`config.mk`:
```
export PLATFORM = sky130hd
export DESIGN_NAME = maxpool_2x2
export DESIGN_NICKNAME = d
export VERILOG_FILES = /design/src/rtl/maxpool_2x2_pkg.sv /design/src/rtl/maxpool_2x2_pool_line_buf.sv /design/src/rtl/maxpool_2x2.sv
export SDC_FILE = /design/constraint.sdc
export NUM_CORES = 1
export LEC_CHECK = 0
export CORE_ASPECT_RATIO = 1.25
export CORE_UTILIZATION = 30
export DETAILED_ROUTE_END_ITERATION = 16
export DONT_BUFFER_PORTS = 1
export GPL_ROUTABILITY_DRIVEN = 1
export MAX_ROUTING_LAYER = met4
export PLACE_DENSITY = 0.47
export SYNTH_ARGS = -nofsm -noshare
export SYNTH_HDL_FRONTEND = slang
export SYNTH_HIERARCHICAL = 1
export SYNTH_SLANG_ARGS = --single-unit
export TNS_END_PERCENT = 100
```
`constraint.sdc`:
```
create_clock -name clk -period 7 [get_ports clk]
set_clock_uncertainty 0.2 [all_clocks]
set_input_delay 1.05 -clock clk [delete_from_list [all_inputs] [get_ports clk]]
set_output_delay 1.05 -clock clk [all_outputs]
set_load 0.01 [all_outputs]
```
`src/rtl/maxpool_2x2_pkg.sv`:
```
`default_nettype none
// +----------------------------------------------------------------------+
// | maxpool_2x2_pkg                                                      |
// | Shared constants, state type and signed pixel max for maxpool_2x2.  |
// | Revision: 1.0                                                        |
// +----------------------------------------------------------------------+
package maxpool_2x2_pkg;

  localparam int PIX_W        = 8;
  localparam int PIX_PER_WORD = 4;

  typedef enum logic [0:0] {
    ROW_EVEN = 1'b0,
    ROW_ODD  = 1'b1
  } pool_state_t;

  // Signed int8 max; on a tie both operands are equal so either is correct.
  function automatic logic [PIX_W-1:0] smax8(input logic [PIX_W-1:0] a,
                                             input logic [PIX_W-1:0] b);
    return ($signed(a) >= $signed(b)) ? a : b;
  endfunction

endpackage
`default_nettype wire

```
`src/rtl/maxpool_2x2_pool_line_buf.sv`:
```
`default_nettype none
// +----------------------------------------------------------------------+
// | pool_line_buf                                                        |
// | Synchronous-write, combinational-read RAM of horizontal row maxima. |
// | Revision: 1.0                                                        |
// +----------------------------------------------------------------------+
module pool_line_buf
  import maxpool_2x2_pkg::*;
#(
  parameter int DEPTH = 4,
  parameter int AW    = 2
) (
  input  logic                 clk,
  input  logic                 we,
  input  logic [AW-1:0]        waddr,
  input  logic [2*PIX_W-1:0]   wdata,
  input  logic [AW-1:0]        raddr,
  output logic [2*PIX_W-1:0]   rdata
);

  logic [2*PIX_W-1:0] r_mem [DEPTH];

  always_ff @(posedge clk) begin
    if (we) begin
      r_mem[waddr] <= wdata;
    end
  end

  assign rdata = r_mem[raddr];

endmodule
`default_nettype wire

```
`src/rtl/maxpool_2x2.sv`:
```
`default_nettype none
// +----------------------------------------------------------------------+
// | maxpool_2x2                                                          |
// | 2x2 stride-2 max pooling over a packed int8 row stream.              |
// | Optional macro MAXPOOL_RELU_EN clamps negative input bytes to zero.  |
// | Revision: 1.0                                                        |
// +----------------------------------------------------------------------+
module maxpool_2x2
  import maxpool_2x2_pkg::*;
#(
  parameter int IMG_W = 16,
  parameter int IMG_H = 16
) (
  input  logic        clk,
  input  logic        rst_n,
  input  logic        in_valid,
  output logic        in_ready,
  input  logic [31:0] in_data,
  output logic        out_valid,
  input  logic        out_ready,
  output logic [31:0] out_data,
  output logic        out_last,
  output logic        busy
);

  localparam int COLS = IMG_W / PIX_PER_WORD;
  localparam int CW   = (COLS > 1) ? $clog2(COLS) : 1;
  localparam int RW   = (IMG_H > 1) ? $clog2(IMG_H) : 1;
  localparam logic [CW-1:0] LAST_COL = CW'(COLS - 1);
  localparam logic [RW-1:0] LAST_ROW = RW'(IMG_H - 1);

  pool_state_t          r_state;
  logic [CW-1:0]        r_col;
  logic [RW-1:0]        r_row;
  logic [2*PIX_W-1:0]   r_half;
  logic                 r_out_valid;
  logic [31:0]          r_out_data;
  logic                 r_out_last;

  logic [PIX_W-1:0]     w_pix [PIX_PER_WORD];
  logic [PIX_W-1:0]     w_h0;
  logic [PIX_W-1:0]     w_h1;
  logic [PIX_W-1:0]     w_v0;
  logic [PIX_W-1:0]     w_v1;
  logic [2*PIX_W-1:0]   w_rd;
  logic                 w_accept;
  logic                 w_last_col;
  logic                 w_last_row;
  logic                 w_buf_we;

  generate
    for (genvar g = 0; g < PIX_PER_WORD; g++) begin : g_pix
`ifdef MAXPOOL_RELU_EN
      assign w_pix[g] = in_data[PIX_W*g + PIX_W-1] ? '0 : in_data[PIX_W*g +: PIX_W];
`else
      assign w_pix[g] = in_data[PIX_W*g +: PIX_W];
`endif
    end
  endgenerate

  assign w_h0 = smax8(w_pix[0], w_pix[1]);
  assign w_h1 = smax8(w_pix[2], w_pix[3]);
  assign w_v0 = smax8(w_h0, w_rd[PIX_W-1:0]);
  assign w_v1 = smax8(w_h1, w_rd[2*PIX_W-1:PIX_W]);

  // Ready depends only on registered state and out_ready, never on in_valid.
  assign in_ready   = !r_out_valid || out_ready;
  assign w_accept   = in_valid && in_ready;
  assign w_last_col = (r_col == LAST_COL);
  assign w_last_row = (r_row == LAST_ROW);
  assign w_buf_we   = w_accept && (r_state == ROW_EVEN);

  pool_line_buf #(
    .DEPTH (COLS),
    .AW    (CW)
  ) u_line_buf (
    .clk   (clk),
    .we    (w_buf_we),
    .waddr (r_col),
    .wdata ({w_h1, w_h0}),
    .raddr (r_col),
    .rdata (w_rd)
  );

  always_ff @(posedge clk or negedge rst_n) begin
    if (!rst_n) begin
      r_state     <= ROW_EVEN;
      r_col       <= '0;
      r_row       <= '0;
      r_half      <= '0;
      r_out_valid <= 1'b0;
      r_out_data  <= '0;
      r_out_last  <= 1'b0;
    end else begin
      if (out_ready) begin
        r_out_valid <= 1'b0;
      end
      if (w_accept) begin
        if (w_last_col) begin
          r_col   <= '0;
          r_state <= (r_state == ROW_EVEN) ? ROW_ODD : ROW_EVEN;
          r_row   <= w_last_row ? '0 : r_row + 1'b1;
        end else begin
          r_col   <= r_col + 1'b1;
        end
        if (r_state == ROW_ODD) begin
          if (!r_col[0]) begin
            r_half <= {w_v1, w_v0};
          end else begin
            // A completing word overrides the clear above, so out_valid stays high.
            r_out_data  <= {w_v1, w_v0, r_half};
            r_out_valid <= 1'b1;
            r_out_last  <= w_last_col && w_last_row;
          end
        end
      end
    end
  end

  assign out_valid = r_out_valid;
  assign out_data  = r_out_data;
  assign out_last  = r_out_last;
  assign busy      = (r_row != '0) || (r_col != '0);

endmodule
`default_nettype wire
```
# == After elaboration in Yosys (flattened, before gate mapping) ==
# Memory sizes are Yosys's and may differ from the RTL's.
# Index checks and enable logic that the tools add are counted.
# word_totals
reg_bits,57
mem_bits_rw,64
input_bits,36
out_inout_bits,36
elab_cells,42
mem_count,1
# mem_list
name,words,word_bits,rd,rd_clocked_by_memory_dff,write_ports,line_no,text
u_line_buf.r_mem,4,16,1,0,1,maxpool_2x2_pool_line_buf.sv:21,logic [2*PIX_W-1:0] r_mem [DEPTH];
# classes
n_addsub,2
n_lt_le_gt_ge,4
eq_ne,2
n_mux,13
bitwise_logic,2
n_reduce_logical,11
# op_table
cell,count
$ge A8 B8 Y1,4
$mux W8,4
$mux W1,7
$reduce_and A3 Y1,2
$add A4 B1 Y4 const B,1
$eq A4 B4 Y1 const B,1
$mux W4,1
$reduce_bool A4 Y1,1
$logic_and A1 B1 Y1,3
$add A2 B1 Y2 const B,1
$eq A2 B2 Y1 const B,1
$logic_or A1 B1 Y1,2
$mux W2,1
$not A1 Y1,2
$reduce_and A2 Y1,1
$reduce_bool A2 Y1,1
$logic_not A1 Y1,1

# == Logic depth before layout (Yosys ltp) ==
# Gate-level depths: netlist (run 1).
# logic_depth
depth_word,6
depth_mapped,16
depth_no_buf,15

# == Hierarchy ==
# Netlist (run 1), hierarchy kept.
# modules_own_cells
module,n_inst,cells_each,area_per_inst_um2,seq_area_each_um2
maxpool_2x2,1,398,3533.4,1426.4
pool_line_buf,1,88,2377.3,1921.8

# == Worst setup path before layout (run 1) ==
# Ideal clock, no wire load.
# synth_path
kind,input port to flip-flop
start,input in_data[13]
end,"register r_out_data[17], in the netlist out_data[17]"
setup_time_ns,0.087
arrival_ns,4.125
t_required_ns,6.713
slack_ns,2.588
path_stages,15
path_buffers,1
path_cell_list,inv_1 ha_1 a21o_1 a2111oi_4 a21oi_2 a21oi_4 mux2i_1 inv_1 ha_1 a211oi_1 nand3_1 o221ai_1 clkbuf_1 nand3_1 o211ai_1
# synth_between
elab_chain_cells,4
# synth_rtl
item,line_no,text
"start, declared",maxpool_2x2.sv:18,"input logic [31:0] in_data,"
$ge A8 B8 Y1,maxpool_2x2_pkg.sv:20,return ($signed(a) >= $signed(b)) ? a : b;
$mux W8 (*),maxpool_2x2_pkg.sv:20,
via w_h0[5],maxpool_2x2.sv:41,logic [PIX_W-1:0] w_h0;
$ge A8 B8 Y1 (*),maxpool_2x2_pkg.sv:20,
$mux W8 (*),maxpool_2x2_pkg.sv:20,
"end signal, assigned",maxpool_2x2.sv:111,"r_out_data <= {w_v1, w_v0, r_half};"
"end, declared",maxpool_2x2.sv:37,logic [31:0] r_out_data;
# Mark *: on every way through the listed nets, which the timed path passes. The rest lies on a longest branch.
# A chain may end at the register's enable or synchronous reset.

# == Final worst setup path (run 1) ==
# layout_path
start,input in_data[13]
end,register r_half[4]
# layout_between
elab_chain_cells,4
# layout_rtl
item,line_no,text
$ge A8 B8 Y1,maxpool_2x2_pkg.sv:20,
$mux W8 (*),maxpool_2x2_pkg.sv:20,
via w_h0[5],maxpool_2x2.sv:41,
$ge A8 B8 Y1 (*),maxpool_2x2_pkg.sv:20,
$mux W8 (*),maxpool_2x2_pkg.sv:20,
"end signal, assigned",maxpool_2x2.sv:108,"r_half <= {w_v1, w_v0};"
"end, declared",maxpool_2x2.sv:35,logic [2*PIX_W-1:0] r_half;
# Marked as above.

==> results.sh, run 1 <==
export IMPL_outcome="finished clean"
export IMPL_grt_start_max_net_pins=58
export IMPL_ys_seq_elements=121
export IMPL_die_h_um=159
export IMPL_rr_startpoint="r_col[1]$_DFFE_PN0P_"
export IMPL_seq_area_frac_synth_pct=56.6
export IMPL_io_pins=72
export IMPL_fin_crit_ns=4.34
export IMPL_endpoint_kind="register"
export IMPL_drt_wirelength_per_cell_um=17.6
export IMPL_dp_hpwl_mm=9.45
export IMPL_first_iter_violations=264
export IMPL_fin_tns_setup_ns=0
export IMPL_grt_util_met3_pct=3.80
export IMPL_initial_core_util_pct=30.5
export IMPL_ant_nets=0
export IMPL_fill_cells=1943
export IMPL_num_antenna_cells=0
export IMPL_layout_nets=560
export IMPL_vias=3777
export IMPL_gp_congestion=0.768
export IMPL_power_density_nw_per_um2=439
export IMPL_synth_top_area_share_pct=32.5
export IMPL_clk_latency_ns=0.42
export IMPL_start_kind="primary input"
export IMPL_critical_path_class="in2reg"
export IMPL_final_util_pct=35.1
export IMPL_routed_wl_mm=13.5
export IMPL_p_leak_nw=2.90
export IMPL_avgSynthCellArea_um2=12.2
export IMPL_post_cts_buffers=0
export IMPL_regArea_um2=3350
export IMPL_cp_arrival_ns=4.41
export IMPL_rsz0062_at_grt="false"
export IMPL_synth_cells=486
export IMPL_path_clk_slew_ns=0.05
export IMPL_fmax_mhz=231
export IMPL_grt_pass1_wl_mm=21.6
export IMPL_peakVddDrop_mv=0.180
export IMPL_fp_dieArea_um2=20300
export IMPL_io_buffers=0
export IMPL_rr_endpoint="r_half[10]$_DFFE_PN0P_"
export IMPL_critPathBufInv=3
export IMPL_grt_overflow=0
export IMPL_fin_cells=766
export IMPL_h_tree_depth=4
export IMPL_yosysUniqueCellTypes=47
export IMPL_root_buffer="clkbuf_16"
export IMPL_reg2regPathDepth=8
export IMPL_synth_edff_count=64
export IMPL_synthToLayoutAreaGrowth_pct=15.1
export IMPL_grt_total_usage_pct=14.6
export IMPL_use_met1_pct=17.1
export IMPL_avgViaCountPerCell=4.93
export IMPL_setup_viol=0
export IMPL_synthesis_nets=558
export IMPL_numCtsBuffers=17
export IMPL_synthXorXnorAreaFrac_pct=0.296
export IMPL_yosys_warnings=6
export IMPL_yosys_area_share_simple_pct=11.4
export IMPL_dr_pass1_iters=4
export IMPL_synth_adder_area_share_pct=7.62
export IMPL_dp_cells=734
export IMPL_synth_compound_area_share_pct=9.29
export IMPL_die_w_um=128
export IMPL_drive_gt1_share_pct=11.4
export IMPL_path_delay_family="compound AO/OA/AOI/OAI gates"
export IMPL_top_usage_layer="met2"
export IMPL_cp_max_fo=18
export IMPL_hold_violations=0
export IMPL_drcViolationCount=0
export IMPL_r2r_setup_slack_ns=3.53
export IMPL_cts_tree="built"
export IMPL_ctsResizeCount=0
export IMPL_row_count=57
export IMPL_multiInputGateArea_um2=2270
export IMPL_slowest_stage="mux2i_1"
export IMPL_tightestPinTransition_ns=1.05
export IMPL_slew_viol_final=0
export IMPL_yosysTopAreaCell="edfxtp_1"
export IMPL_synth_top_family_by_area="simple AND/OR/NAND/NOR gates"
export IMPL_synthArstFlopShare_pct=47.1
export IMPL_synthMuxAreaShare_pct=9.61
export IMPL_fin_crit_sh_pct=62.0
export IMPL_coreArea_um2=19400
export IMPL_hold_class="in2async"
export IMPL_cp_required_ns=7.08
export IMPL_clkSinkCount=121
export IMPL_ctsLongestPathBuffers=2
export IMPL_grt_pass1_vias=3904
export IMPL_antenna_found_initial=0
export IMPL_slew_headroom_pct=30.1
export IMPL_crit_chain="inv_1 -> ha_1 -> a21o_1 -> a2111oi_4 -> a21oi_2 -> a21oi_4 -> mux2i_1 -> inv_1 -> ha_1 -> a211oi_1 -> nand3_1 -> o221ai_1 -> buf_4 -> or2_2 -> o211ai_1"
export IMPL_ys_flop_type="edfxtp_1"
export IMPL_slowest_delay_ns=0.44
export IMPL_grtUsageMet2_pct=23.5
export IMPL_drv_cap=0
export IMPL_yosys_top_cells_area="edfxtp_1 (33%), dfrtp_1 (24%), ha_1 (7.6%)"
export IMPL_synth_most_common_cell="nand2_1"
export IMPL_holdBufCountCts=0
export IMPL_synthesis_area_um2=5910
export IMPL_synthTopCellsByCount="nand2_1 (89), edfxtp_1 (64), dfrtp_1 (57)"
## registers in the layout, summed over array words and instances (netlist names)
signal	flops
r_col	2
out_data	32
r_state	1
u_line_buf/r_mem	64
r_row	4
out_valid	1
r_half	16
out_last	1
## routing by layer
metal / vias to the layer above / share of wire (%)
met4: 0 / 2.5
met1: 1904 / 43
met5: - / 0
met3: 27 / 4.6
li1: 1755 / -
met2: 91 / 50
## worst register-to-register path, stage by stage (launching register included)
cell and delay (ns):
dfrtp_1 1.03, mux4_2 0.51, ha_1 0.29, nand2b_1 0.09, a31oi_1 0.09, o211ai_1 0.21
and2_0 0.43, nand2_1 0.24, o211ai_1 0.28
## layout make-up
type / instances / area share, %
sequential: 121 / 49.2
multi-input combinational: 293 / 33.4
clock buffer: 17 / 6.25
tap: 265 / 4.87
clock inverter: 15 / 3.03
inverter: 51 / 2.81
timing repair buffer: 4 / 0.441
## how the worst max path moves through the flow
| stage | end | slack (ns) | cells past startpoint | startpoint |
|---|---|---|---|---|
| after global routing | out_data[25]$_DFFE_PN0P_ | 2.39 | 15 | in_data[25] |
| final | r_half[4]$_DFFE_PN0P_ | 2.66 | 15 | in_data[13] |
| after global placement | out_data[16]$_DFFE_PN0P_ | 2.30 | 15 | in_data[13] |
| after detailed placement | r_half[4]$_DFFE_PN0P_ | 2.22 | 15 | in_data[13] |
| after floorplan | out_data[17]$_DFFE_PN0P_ | 2.59 | 15 | in_data[13] |
| after CTS | r_half[4]$_DFFE_PN0P_ | 2.67 | 15 | in_data[13] |
## report_power, final
group | total [mW] | internal (mW) | switching (mW)
registers | 1.17 | 0.976 | 0.198
logic | 0.880 | 0.347 | 0.533
clock network | 0.931 | 0.624 | 0.307
total | 2.99 | 1.95 | 1.04
## logic make-up after synthesis
kind of cell             Yosys count
AO/OA/AOI/OAI                     72
flip-flops                       121
buffers and inverters             72
XOR/XNOR                           2
AND/OR/NAND/NOR                  149
multiplexers                      34
adder cells (fa/ha/maj)           36
## through the flow
step	instance area [um2]	total power, mW	hold WS [ns]	setup slack (ns)
after floorplan	5910	1.82	0.239	2.59
after global placement	6170	2.05	0.259	2.30
after detailed placement	6170	2.08	0.262	2.22
after CTS	6800	3.02	0.110	2.67
after global routing	6800	3.18	0.108	2.39
final	6800	2.99	0.129	2.66
## cells in the final DEF, fill, tap and decap left out, types with 3 or more instances in the layout
master       n
inv_1       51
mux2i_1     14
nor2b_1      3
clkinv_1     3
mux4_1       6
nand2_1     89
nand2b_1     3
mux4_2      10
o31ai_1      6
a211oi_1     3
and3_1       4
ha_1        36
a21o_1       9
clkinv_2     3
buf_4        4
mux2_2       4
edfxtp_1    64
o21ai_0      8
a21oi_1      6
bufinv_16    5
dfrtp_1     57
nand3_1     32
clkinvlp_4   4
o211ai_1    27
nor2_1       5
clkbuf_16   17
No activity file was read; power rests on OpenSTA's default activity.
==> run 2, diff against run 1 <==
Clock period 7 ns to 4.25 ns, I/O delays scaled along.
==> results.sh, run 2 (synthesis results as in run 1) <==
export IMPL_critical_path_class="in2reg"
export IMPL_initial_core_util_pct=30.5
export IMPL_endpoint_kind="register"
export IMPL_min_to="out_data[11]$_DFFE_PN0P_"
export IMPL_num_antenna_cells=0
export IMPL_post_cts_buffers=0
export IMPL_io_buffers=0
export IMPL_final_util_pct=35.7
export IMPL_ant_nets=0
export IMPL_drv_cap=0
export IMPL_cp_arrival_ns=3.75
export IMPL_setup_viol=0
export IMPL_fp_dieArea_um2=20300
export IMPL_reg2regPathDepth=9
export IMPL_r2r_setup_slack_ns=0.71
export IMPL_grt_pass1_vias=3952
export IMPL_layout_nets=579
export IMPL_fin_tns_setup_ns=0
export IMPL_routed_wl_mm=13.4
export IMPL_antenna_found_initial=0
export IMPL_combPwrFrac_pct=30.6
export IMPL_row_count=57
export IMPL_hold_class="reg2reg"
export IMPL_coreArea_um2=19400
export IMPL_start_kind="primary input"
export IMPL_slew_viol_final=0
export IMPL_die_h_um=159
export IMPL_rr_startpoint="r_col[0]$_DFFE_PN0P_"
export IMPL_synthToLayoutAreaGrowth_pct=17.1
export IMPL_die_w_um=128
export IMPL_hold_violations=0
export IMPL_hold_start="r_half[11]$_DFFE_PN0P_"
export IMPL_grt_total_usage_pct=14.7
export IMPL_final_cell_mix="nand2_1 (89), edfxtp_1 (64), dfrtp_1 (57)"
export IMPL_drcViolationCount=0
export IMPL_cp_required_ns=4.33
export IMPL_h_tree_depth=4
export IMPL_cts_tree="built"
export IMPL_clk_latency_ns=0.41
export IMPL_fin_cells=785
export IMPL_numCtsBuffers=17
export IMPL_fin_crit_ns=3.67
export IMPL_root_buffer="clkbuf_16"
export IMPL_p_int_mw=3.15
export IMPL_drive_gt1_share_pct=14.2
export IMPL_avgViaCountPerCell=4.87
export IMPL_slew_headroom_pct=30.9
export IMPL_p_seq_share_pct=40.0
export IMPL_tightestPinTransition_ns=1.04
export IMPL_fmax_mhz=272
export IMPL_p_leak_nw=2.97
export IMPL_grt_pass1_wl_mm=21.9
export IMPL_swShare_pct=35.4
export IMPL_largest_reg_flops=64
export IMPL_peakVddDrop_mv=0.289
export IMPL_io_pins=72
export IMPL_drt_wirelength_per_cell_um=17.0
export IMPL_first_iter_violations=237
export IMPL_dp_hpwl_mm=9.37
export IMPL_top_register="u_line_buf/r_mem"
export IMPL_gp_congestion=0.766
export IMPL_dpl_worst_slack_ns=0.126
export IMPL_vias=3825
export IMPL_grt_start_max_net_pins=58
export IMPL_rr_endpoint="out_data[17]$_DFFE_PN0P_"
export IMPL_fin_crit_sh_pct=86.5
export IMPL_p_switching_mw=1.73
export IMPL_clkSinkCount=121
export IMPL_power_density_nw_per_um2=705
export IMPL_grt_overflow=0
export IMPL_dp_cells=751
export IMPL_p_clk_share_pct=29.4
export IMPL_path_clk_slew_ns=0.06
export IMPL_layout_commonest_cell="nand2_1"
export IMPL_dr_pass1_iters=4
export IMPL_rsz0062_at_grt="false"
export IMPL_outcome="finished clean"
export IMPL_cp_max_fo=8
export IMPL_fin_ws_ns=0.575
export IMPL_holdPathStages=2
export IMPL_ctsLongestPathBuffers=2
## run 2: cell count changes in the layout (fill, tap and decap cells not counted)
| cell | delta |
|---|---|
| buf_16 | +1 |
| buf_4 | +17 |
| bufinv_16 | -2 |
| clkbuf_1 | +2 |
| clkinv_1 | -1 |
| clkinv_2 | -1 |
| clkinv_4 | +1 |
| clkinvlp_4 | +1 |
| dlygate4sd3_1 | +1 |
## run 2: repair_timing
action / 4_1_cts / 5_1_grt
hold endpoints to repair: 57 / 0
hold buffers: 2 / 0
gates resized for setup: 0 / 0
endpoints found under the setup margin: 0 / 0
## run 2: cell type report
type	instances	area (um2)
flip-flops and latches	121	3350
multi-input cells	293	2270
fillers	1939	12500
clock buffers	19	433
repair buffers	23	195
inverters	51	191
well taps	265	332
clock inverters	13	154
## run 2: per-stage QoR
step | hold WS [ns] | area [um2] | power (mW)
3_5_place_dp | 0.143 | 6300 | 3.47
5_1_grt | 0.290 | 6920 | 5.22
4_1_cts | 0.271 | 6920 | 4.94
6_report | 0.265 | 6920 | 4.88
2_1_floorplan | 0.142 | 5910 | 3.00
3_3_place_gp | 0.143 | 6300 | 3.43
## run 2: critical path, cell delays in order
cell,delay (ns)
inv_1,0.02
ha_1,0.28
a21o_1,0.21
a2111oi_4,0.35
a21oi_2,0.08
a21oi_4,0.31
mux2i_1,0.33
inv_1,0.14
ha_1,0.31
a211oi_1,0.25
nand3_1,0.10
o221ai_1,0.31
or2_2,0.30
o211ai_1,0.12
## run 2: worst max-delay path by stage
stage / to / slack (ns) / start
final: out_data[17]$_DFFE_PN0P_ / 0.58 / in_data[13]
after global routing: r_half[3]$_DFFE_PN0P_ / 0.32 / in_data[13]
after CTS: out_data[17]$_DFFE_PN0P_ / 0.52 / in_data[13]
after detailed placement: out_data[18]$_DFFE_PN0P_ / 0.13 / in_data[13]
after global placement: out_data[19]$_DFFE_PN0P_ / 0.24 / in_data[13]
after floorplan: out_data[17]$_DFFE_PN0P_ / 0.25 / in_data[13]
## run 2: power groups by stage
stage / registers (mW) / clock network, mW / logic, mW
floorplan: 1.84 / 0 / 1.16
detailed placement: 1.98 / 0 / 1.49
finish: 1.95 / 1.44 / 1.49
global placement: 1.97 / 0 / 1.47
global route: 2.00 / 1.52 / 1.70
CTS: 1.96 / 1.46 / 1.52
## run 2: layer usage
| metal | GRT usage (%) | up-vias | wire length, um | part of all wire (%) |
|---|---|---|---|---|
| met4 | 7.09 | 0 | 323 | 2.4 |
| met2 | 22.8 | 77 | 6510 | 49 |
| li1 | - | 1802 | - | - |
| met5 | - | - | 0 | 0 |
| met1 | 18.4 | 1925 | 6030 | 45 |
| met3 | 2.72 | 21 | 496 | 3.7 |
